File: src/rtl/hwpe_mstream_ctrl_pkg.sv
// hwpe_mstream_ctrl_package: shared state enum, default widths and status flags for the stream job controller
package hwpe_mstream_ctrl_package;
  localparam int CNT_W_DEF = 32;
  localparam int TIMEOUT_W_DEF = 16;
  typedef enum logic [2:0] {IDLE, WAIT_READY, START, RUN, FINISHED} state_e;
  typedef struct packed {
    logic busy;
    logic done;
    logic err;
  } flags_t;
endpackage

File: src/rtl/hwpe_mstream_ctrl_if.sv
// hwpe_mstream_ctrl_if: streamer/engine handshakes between the job controller (master) and the datapath (slave)
// Signals: in_ready/in_start/in_done per source stream, out_ready/out_start/out_done/out_beat per sink stream,
//   engine_start/engine_done for the engine.
interface hwpe_mstream_ctrl_if #(
  parameter int N_IN = 2,
  parameter int N_OUT = 1
);
  logic [N_IN-1:0] in_ready, in_start, in_done;
  logic [N_OUT-1:0] out_ready, out_start, out_done, out_beat;
  logic engine_start, engine_done;
  modport master (
    input in_ready, in_done, out_ready, out_done, out_beat, engine_done,
    output in_start, out_start, engine_start
  );
  modport slave (
    output in_ready, in_done, out_ready, out_done, out_beat, engine_done,
    input in_start, out_start, engine_start
  );
endinterface

File: src/rtl/hwpe_mstream_ctrl_beat_cnt.sv
// hwpe_mstream_beat_cnt: saturating beat counter that stops at limit_i and flags it on reached_o
// Ports: clk_i/rst_ni (async active-low), clear_i sync clear, en_i count enable, limit_i saturation value,
//   cnt_o current count, reached_o count equals limit_i.
module hwpe_mstream_beat_cnt
  import hwpe_mstream_ctrl_package::*;
#(
  parameter int CNT_W = CNT_W_DEF
)(
  input  logic             clk_i,
  input  logic             rst_ni,
  input  logic             clear_i,
  input  logic             en_i,
  input  logic [CNT_W:0]   limit_i,
  output logic [CNT_W:0]   cnt_o,
  output logic             reached_o
);
  logic [CNT_W:0] r_cnt;
  always_ff @(posedge clk_i or negedge rst_ni)
    if (!rst_ni) r_cnt <= '0;
    else if (clear_i) r_cnt <= '0;
    else if (en_i && !reached_o) r_cnt <= r_cnt + 1'b1;
  assign reached_o = r_cnt == limit_i;
  assign cnt_o = r_cnt;
endmodule

File: src/rtl/hwpe_mstream_ctrl.sv
// hwpe_mstream_ctrl: N_IN/N_OUT job sequencer that launches streamers and engine, then signals done once all finish
// Ports: clk_i/rst_ni (async active-low), clear_i soft clear, trigger_i job start, cnt_limit_i beats-1 per sink,
//   strm streamer/engine handshakes, busy_o/done_o/evt_o status, cnt_o channel-0 beat count, err_o sticky timeout.
// Optional watchdog enabled by defining HWPE_MSTREAM_CTRL_TIMEOUT_EN.
module hwpe_mstream_ctrl
  import hwpe_mstream_ctrl_package::*;
#(
  parameter int N_IN = 2,
  parameter int N_OUT = 1,
  parameter int N_CORES = 2,
  parameter int CNT_W = CNT_W_DEF,
  parameter int TIMEOUT_W = TIMEOUT_W_DEF
)(
  input  logic               clk_i,
  input  logic               rst_ni,
  input  logic               clear_i,
  input  logic               trigger_i,
  input  logic [CNT_W-1:0]   cnt_limit_i,
  hwpe_mstream_ctrl_if.master strm,
  output logic               busy_o,
  output logic               done_o,
  output logic [N_CORES-1:0] evt_o,
  output logic [CNT_W-1:0]   cnt_o,
  output logic               err_o
);
  state_e r_state, w_state_nxt;
  logic [CNT_W-1:0] r_limit;
  logic [N_IN-1:0] r_in_done;
  logic [N_OUT-1:0] r_out_done, w_reached;
  logic r_eng_done;
  logic [CNT_W:0] w_lim1;
  logic [N_OUT*(CNT_W+1)-1:0] w_cnt;
  logic w_go, w_all_done, w_timeout, w_err, w_unused;
  flags_t w_flags;
  assign w_go = r_state == IDLE && trigger_i;
  // one extra bit so a limit of all-ones still yields a reachable target
  assign w_lim1 = {1'b0, r_limit} + 1'b1;
  assign w_all_done = &w_reached && &r_in_done && &r_out_done && r_eng_done;
  always_ff @(posedge clk_i or negedge rst_ni)
    if (!rst_ni) r_state <= IDLE;
    else r_state <= clear_i ? IDLE : w_state_nxt;
  always_comb begin
    w_state_nxt = r_state;
    case (r_state)
      IDLE:       w_state_nxt = trigger_i ? WAIT_READY : IDLE;
      WAIT_READY: w_state_nxt = &strm.in_ready && &strm.out_ready ? START : WAIT_READY;
      START:      w_state_nxt = RUN;
      RUN:        w_state_nxt = w_all_done || w_timeout ? FINISHED : RUN;
      FINISHED:   w_state_nxt = IDLE;
      default:    w_state_nxt = IDLE;
    endcase
  end
  always_ff @(posedge clk_i or negedge rst_ni)
    if (!rst_ni) begin
      r_limit <= '0;
      r_in_done <= '0;
      r_out_done <= '0;
      r_eng_done <= 1'b0;
    end else if (clear_i) begin
      r_limit <= '0;
      r_in_done <= '0;
      r_out_done <= '0;
      r_eng_done <= 1'b0;
    end else if (w_go) begin
      r_limit <= cnt_limit_i;
      r_in_done <= '0;
      r_out_done <= '0;
      r_eng_done <= 1'b0;
    end else if (r_state == RUN) begin
      r_in_done <= r_in_done | strm.in_done;
      r_out_done <= r_out_done | strm.out_done;
      r_eng_done <= r_eng_done | strm.engine_done;
    end
  for (genvar k = 0; k < N_OUT; k++) begin : g_cnt
    hwpe_mstream_beat_cnt #(.CNT_W(CNT_W)) u_cnt (
      .clk_i     (clk_i),
      .rst_ni    (rst_ni),
      .clear_i   (clear_i || w_go),
      .en_i      (r_state == RUN && strm.out_beat[k]),
      .limit_i   (w_lim1),
      .cnt_o     (w_cnt[k*(CNT_W+1) +: CNT_W+1]),
      .reached_o (w_reached[k])
    );
  end
  // only channel 0 is exported; the rest feed completion through reached_o
  assign w_unused = ^w_cnt[N_OUT*(CNT_W+1)-1:CNT_W];
`ifdef HWPE_MSTREAM_CTRL_TIMEOUT_EN
  logic [TIMEOUT_W-1:0] r_wdog, w_wdog_nxt;
  logic r_err, w_act;
  assign w_act = |strm.out_beat || |strm.in_done || |strm.out_done || strm.engine_done;
  assign w_wdog_nxt = w_act ? '0 : r_wdog + 1'b1;
  assign w_timeout = r_state == RUN && &w_wdog_nxt;
  always_ff @(posedge clk_i or negedge rst_ni)
    if (!rst_ni) begin
      r_wdog <= '0;
      r_err <= 1'b0;
    end else if (clear_i) begin
      r_wdog <= '0;
      r_err <= 1'b0;
    end else begin
      r_wdog <= r_state == RUN ? w_wdog_nxt : '0;
      r_err <= w_go ? 1'b0 : r_err || w_timeout;
    end
  assign w_err = r_err;
`else
  localparam int unused_timeout_w = TIMEOUT_W;
  assign w_timeout = 1'b0;
  assign w_err = 1'b0;
`endif
  assign w_flags = {r_state != IDLE, r_state == FINISHED, w_err};
  assign strm.in_start = {N_IN{r_state == START}};
  assign strm.out_start = {N_OUT{r_state == START}};
  assign strm.engine_start = r_state == START;
  assign busy_o = w_flags.busy;
  assign done_o = w_flags.done;
  assign err_o = w_flags.err;
  assign evt_o = {N_CORES{w_flags.done}};
  assign cnt_o = w_cnt[CNT_W-1:0];
endmodule
File: src/flat_wrapper.sv
// flat-port wrapper written by rule: the top's interface ports become plain ports
module hwpe_mstream_ctrl_flat import hwpe_mstream_ctrl_package::*;
#(
  parameter int N_IN = 2,
  parameter int N_OUT = 1,
  parameter int N_CORES = 2,
  parameter int CNT_W = CNT_W_DEF,
  parameter int TIMEOUT_W = TIMEOUT_W_DEF
)
  (clk_i, rst_ni, clear_i, trigger_i, cnt_limit_i, busy_o, done_o, evt_o, cnt_o, err_o, strm_in_ready, strm_in_done, strm_out_ready, strm_out_done, strm_out_beat, strm_engine_done, strm_in_start, strm_out_start, strm_engine_start);
  hwpe_mstream_ctrl_if #(.N_IN(N_IN), .N_OUT(N_OUT)) strm_i ();
  input  logic clk_i;
  input  logic rst_ni;
  input  logic clear_i;
  input  logic trigger_i;
  input  logic [CNT_W-1:0] cnt_limit_i;
  output logic busy_o;
  output logic done_o;
  output logic [N_CORES-1:0] evt_o;
  output logic [CNT_W-1:0] cnt_o;
  output logic err_o;
  input wire logic [$bits(strm_i.in_ready)-1:0] strm_in_ready;
  input wire logic [$bits(strm_i.in_done)-1:0] strm_in_done;
  input wire logic [$bits(strm_i.out_ready)-1:0] strm_out_ready;
  input wire logic [$bits(strm_i.out_done)-1:0] strm_out_done;
  input wire logic [$bits(strm_i.out_beat)-1:0] strm_out_beat;
  input wire logic [$bits(strm_i.engine_done)-1:0] strm_engine_done;
  output wire logic [$bits(strm_i.in_start)-1:0] strm_in_start;
  output wire logic [$bits(strm_i.out_start)-1:0] strm_out_start;
  output wire logic [$bits(strm_i.engine_start)-1:0] strm_engine_start;
  assign strm_i.in_ready = strm_in_ready;
  assign strm_i.in_done = strm_in_done;
  assign strm_i.out_ready = strm_out_ready;
  assign strm_i.out_done = strm_out_done;
  assign strm_i.out_beat = strm_out_beat;
  assign strm_i.engine_done = strm_engine_done;
  assign strm_in_start = strm_i.in_start;
  assign strm_out_start = strm_i.out_start;
  assign strm_engine_start = strm_i.engine_start;
  hwpe_mstream_ctrl #(.N_IN(N_IN), .N_OUT(N_OUT), .N_CORES(N_CORES), .CNT_W(CNT_W), .TIMEOUT_W(TIMEOUT_W)) u_core (.clk_i(clk_i), .rst_ni(rst_ni), .clear_i(clear_i), .trigger_i(trigger_i), .cnt_limit_i(cnt_limit_i), .strm(strm_i), .busy_o(busy_o), .done_o(done_o), .evt_o(evt_o), .cnt_o(cnt_o), .err_o(err_o));
endmodule
File: config.mk
export PLATFORM = sky130hd
export DESIGN_NAME = hwpe_mstream_ctrl_flat
export DESIGN_NICKNAME = d
export VERILOG_FILES = /design/src/rtl/hwpe_mstream_ctrl_pkg.sv /design/src/rtl/hwpe_mstream_ctrl_if.sv /design/src/rtl/hwpe_mstream_ctrl_beat_cnt.sv /design/src/rtl/hwpe_mstream_ctrl.sv /design/src/flat_wrapper.sv
export SDC_FILE = /design/constraint.sdc
export NUM_CORES = 1
export LEC_CHECK = 0
export ABC_AREA = 1
export BUFFER_PORTS_ARGS = -buffer_cell sky130_fd_sc_hd__buf_2
export CORE_UTILIZATION = 58
export DETAILED_ROUTE_END_ITERATION = 6
export GPL_ROUTABILITY_DRIVEN = 0
export GPL_TIMING_DRIVEN = 0
export PLACE_DENSITY = 0.83
export SETUP_SLACK_MARGIN = 0.15
export SYNTH_ARGS = -nofsm -noshare
export SYNTH_HDL_FRONTEND = slang
export SYNTH_SLANG_ARGS = --single-unit
File: constraint.sdc
create_clock -name clk_i -period 2.3 [get_ports clk_i]
set_input_delay 0.46 -clock clk_i [delete_from_list [all_inputs] [get_ports clk_i]]
set_output_delay 0.46 -clock clk_i [all_outputs]
set_load 0.01 [all_outputs]
==> impl_metrics.yaml <==
logic_synthesis:
  ys_top_cells_by_count: "nand2_1 (264), nand3_1 (97), inv_1 (84)"
  synth_edf_count: 0
  synth-seq-area-share_pct: 31.6
  synth_area_um2: 5700
  ys_top_cells_by_area: "dfrtp_1 (32%), nand2_1 (17%), nand3_1 (8.5%)"
  ys_ff_latch: 72
  synthesis.nets: 902
  synth_cell_type_count: 32
  synth_top_area_share_pct: 31.6
  synth_most_common_cell: "nand2_1"
  synth_area_leader_cell: "dfrtp_1"
  yosys_most_used_dff: "dfrtp_1"
  synthCells: 856
  yosysWarningCount: 0
  avgSynthCellArea_um2: 6.66
  ys_async_sr_fraction_pct: 100
outcome:
  status: "finished, violations left"
  violations: "setup timing"
final_layout:
  syn2layout_area_growth_pct: 17.9
  nets: 1005
  drive_gt1_share_pct: 21.2
  num_antenna_cells: 0
floorplanning:
  core-area_um2: 9370
  die_h_um: 101
  dieArea_um2: 10200
  io_pins: 85
  initial_core_util_pct: 60.8
  die_w_um: 101
  fp-row-count: 35
sta:
  skew_ps: 10.6
  worst_slack_ps: -69.6
  rsz0062_at_grt: "yes"
  drv_slew: 0
  layout_min_cycle_time_ps: 2370
  period_share_pct: 103
  slew_headroom_pct: 40.2
  worstMarginPinSlew_ps: 897
  hold_slack_ps: 215
  hold_viol: 0
  fmax_ghz: 0.422
  setup_viol: 32
place:
  io_buffers: 83
  pre_cts_ws_ps: -200
  hpwl_mm: 12.2
grt:
  grt_max_degree: 73
  antenna_found_initial: 0
  grt_usage_pct: 33.9
  grt_pass1_wl_mm: 26.7
  overflow: 0
  first_global_vias: 5599
power:
  power_density_nw_per_um2: 462
  leakagePower_nw: 3.52
  vdd_drop_max_v: 0.000375
clock_network:
  h-tree-depth: 3
  clkTransAtPathRegs_ps: 80
  clock_latency_ps: 360
  clock_sinks: 72
  root_buffer: "clkbuf_8"
  tritoncts: "built"
  clock_path_buffers: 2
  cts_buffers: 9
detailed_routing:
  ant_nets: 0
  drt_iter0_drc: 456
  first_pass_iters: 5
  drc_errors: 0
  via_count: 5970
  routed_wl_mm: 16.2
  wire_per_inst_um: 14.8
  post_drt_via_cell_ratio: 5.46
setup_path:
  cp-end-kind: "flip-flop"
  crit_path_start_kind: "flip-flop"
  critPathBufInv: 2
  r2r_slack_ps: -70
  cp_cell_sequence: "ha_4 > nand2_4 > nor2_4 > nand3_4 > nor2_2 > xor2_1 > nand2_1 > nor2_2 > nand3_2 > nor2_4 > inv_6 > nand2_8 > buf_8 > nand3_1 > nand2_1"
  crit_path_top_delay_cell: "dfrtp_1"
  slowest_delay_ps: 410
  required_ps: 2590
  crit_family: "simple AND/OR/NAND/NOR gates"
  cp.arrival_ps: 2660
  crit_type: "reg -> reg"
  crit_fanout: 10
job:
  drv_cap: 0
hold_path:
  hp-class: "in -> async"
-- power breakdown --
group / internal [mW] / switching, mW
sequential: 1.32 / 0.0866
combinational: 0.157 / 0.271
clock: 0.778 / 0.494
total: 2.25 / 0.851
-- layout make-up --
class	instances	area (um^2)
timing repair buffer	92	493
clock buffer	11	151
sequential	72	1810
inverter	87	332
multi-input combinational	628	3230
buffer	69	445
clock inverter	5	103
tap	129	161
fill	803	2650
-- worst reg2reg max path, delay by kind of cell (launching register included) --
kind | cells | cell delay, ps
flip-flops | 1 | 410
XOR/XNOR | 1 | 160
adder cells (fa/ha/maj) | 1 | 180
buffers and inverters | 2 | 220
AND/OR/NAND/NOR | 11 | 1330
-- through the flow --
stage	setup TNS [ps]	power, mW	cells	utilization [%]	cell area (um^2)
global route	-7020	3.22	1093	71.7	6720
global placement	-3130	1.81	1068	67.0	6280
floorplan	0	1.66	856	-	5700
detailed placement	-5730	1.82	1068	67.0	6280
CTS	-189	3.09	1090	70.6	6610
finish	-726	3.11	1093	71.7	6720
-- flip-flops by register name (all words and copies together) (netlist names) --
register / flops
u_core.g_cnt.u_cnt.cnt_o: 33
u_core.r_eng_done: 1
u_core.r_in_done: 2
u_core.r_limit: 32
u_core.r_out_done: 1
u_core.r_state: 3
-- layout by cell type, fill, tap and decap left out, types with 3 or more instances in the layout --
| master | netlist | final |
|---|---|---|
| inv_1 | 84 | 83 |
| buf_4 | 38 | 48 |
| bufinv_16 | 0 | 3 |
| xnor2_1 | 27 | 27 |
| nor2_2 | 8 | 10 |
| buf_1 | 5 | 5 |
| o21bai_1 | 4 | 4 |
| a21oi_1 | 6 | 5 |
| nand2_4 | 1 | 3 |
| buf_2 | 4 | 84 |
| nor2_1 | 78 | 72 |
| nand2_2 | 7 | 10 |
| nand3_1 | 97 | 94 |
| nor3_1 | 23 | 23 |
| clkbuf_1 | 19 | 19 |
| buf_8 | 3 | 3 |
| dfrtp_1 | 72 | 66 |
| nand4_1 | 42 | 42 |
| dfrtp_2 | 0 | 6 |
| nor2_4 | 6 | 10 |
| nand2_1 | 264 | 259 |
| nand3b_1 | 6 | 6 |
| nor4_1 | 5 | 5 |
| clkbuf_8 | 0 | 11 |
| nand3_2 | 2 | 4 |
| xor2_1 | 33 | 33 |
| o21ai_0 | 13 | 12 |
-- final timing paths --
path                                      from                              to  cells after the start
max in group asynchronous               rst_ni              u_core.r_limit[18]                      1
min                                     rst_ni  u_core.g_cnt[0].u_cnt.cnt_o[9]                      1
min reg2reg                u_core.r_in_done[0]             u_core.r_in_done[0]                      2
max reg2reg                  u_core.r_limit[0]  u_core.g_cnt[0].u_cnt.cnt_o[3]                     15
min in group clk_i                     clear_i               u_core.r_state[1]                      2
max                          u_core.r_limit[0]  u_core.g_cnt[0].u_cnt.cnt_o[3]                     15
-- cells by family after synthesis --
group / synth area share (%)
and+or+nand+nor: 42.8
buffers and inverters: 13.5
DFF: 31.6
xor gates and xnor gates: 9.22
AOI/OAI and AO/OA: 2.33
adders and majority gates: 0.439
other: 0.0658
-- per-layer routing --
layer,vias up,global-route usage (%),wire [um]
met3,62,4.69,1350
met2,278,54.8,7520
met5,-,0,0
met1,2722,44.9,6500
met4,0,17.1,803
li1,2908,-,-
-- timing repair --
| item | in CTS | in global routing |
|---|---|---|
| resized for setup | 10 | 28 |
| setup buffers | 6 | 3 |
| pin swaps | 6 | 6 |
| hold buffers | 0 | 0 |
| cloned | 0 | 0 |
| setup endpoints to repair | 36 | 36 |
No activity file was read; power rests on OpenSTA's default activity.
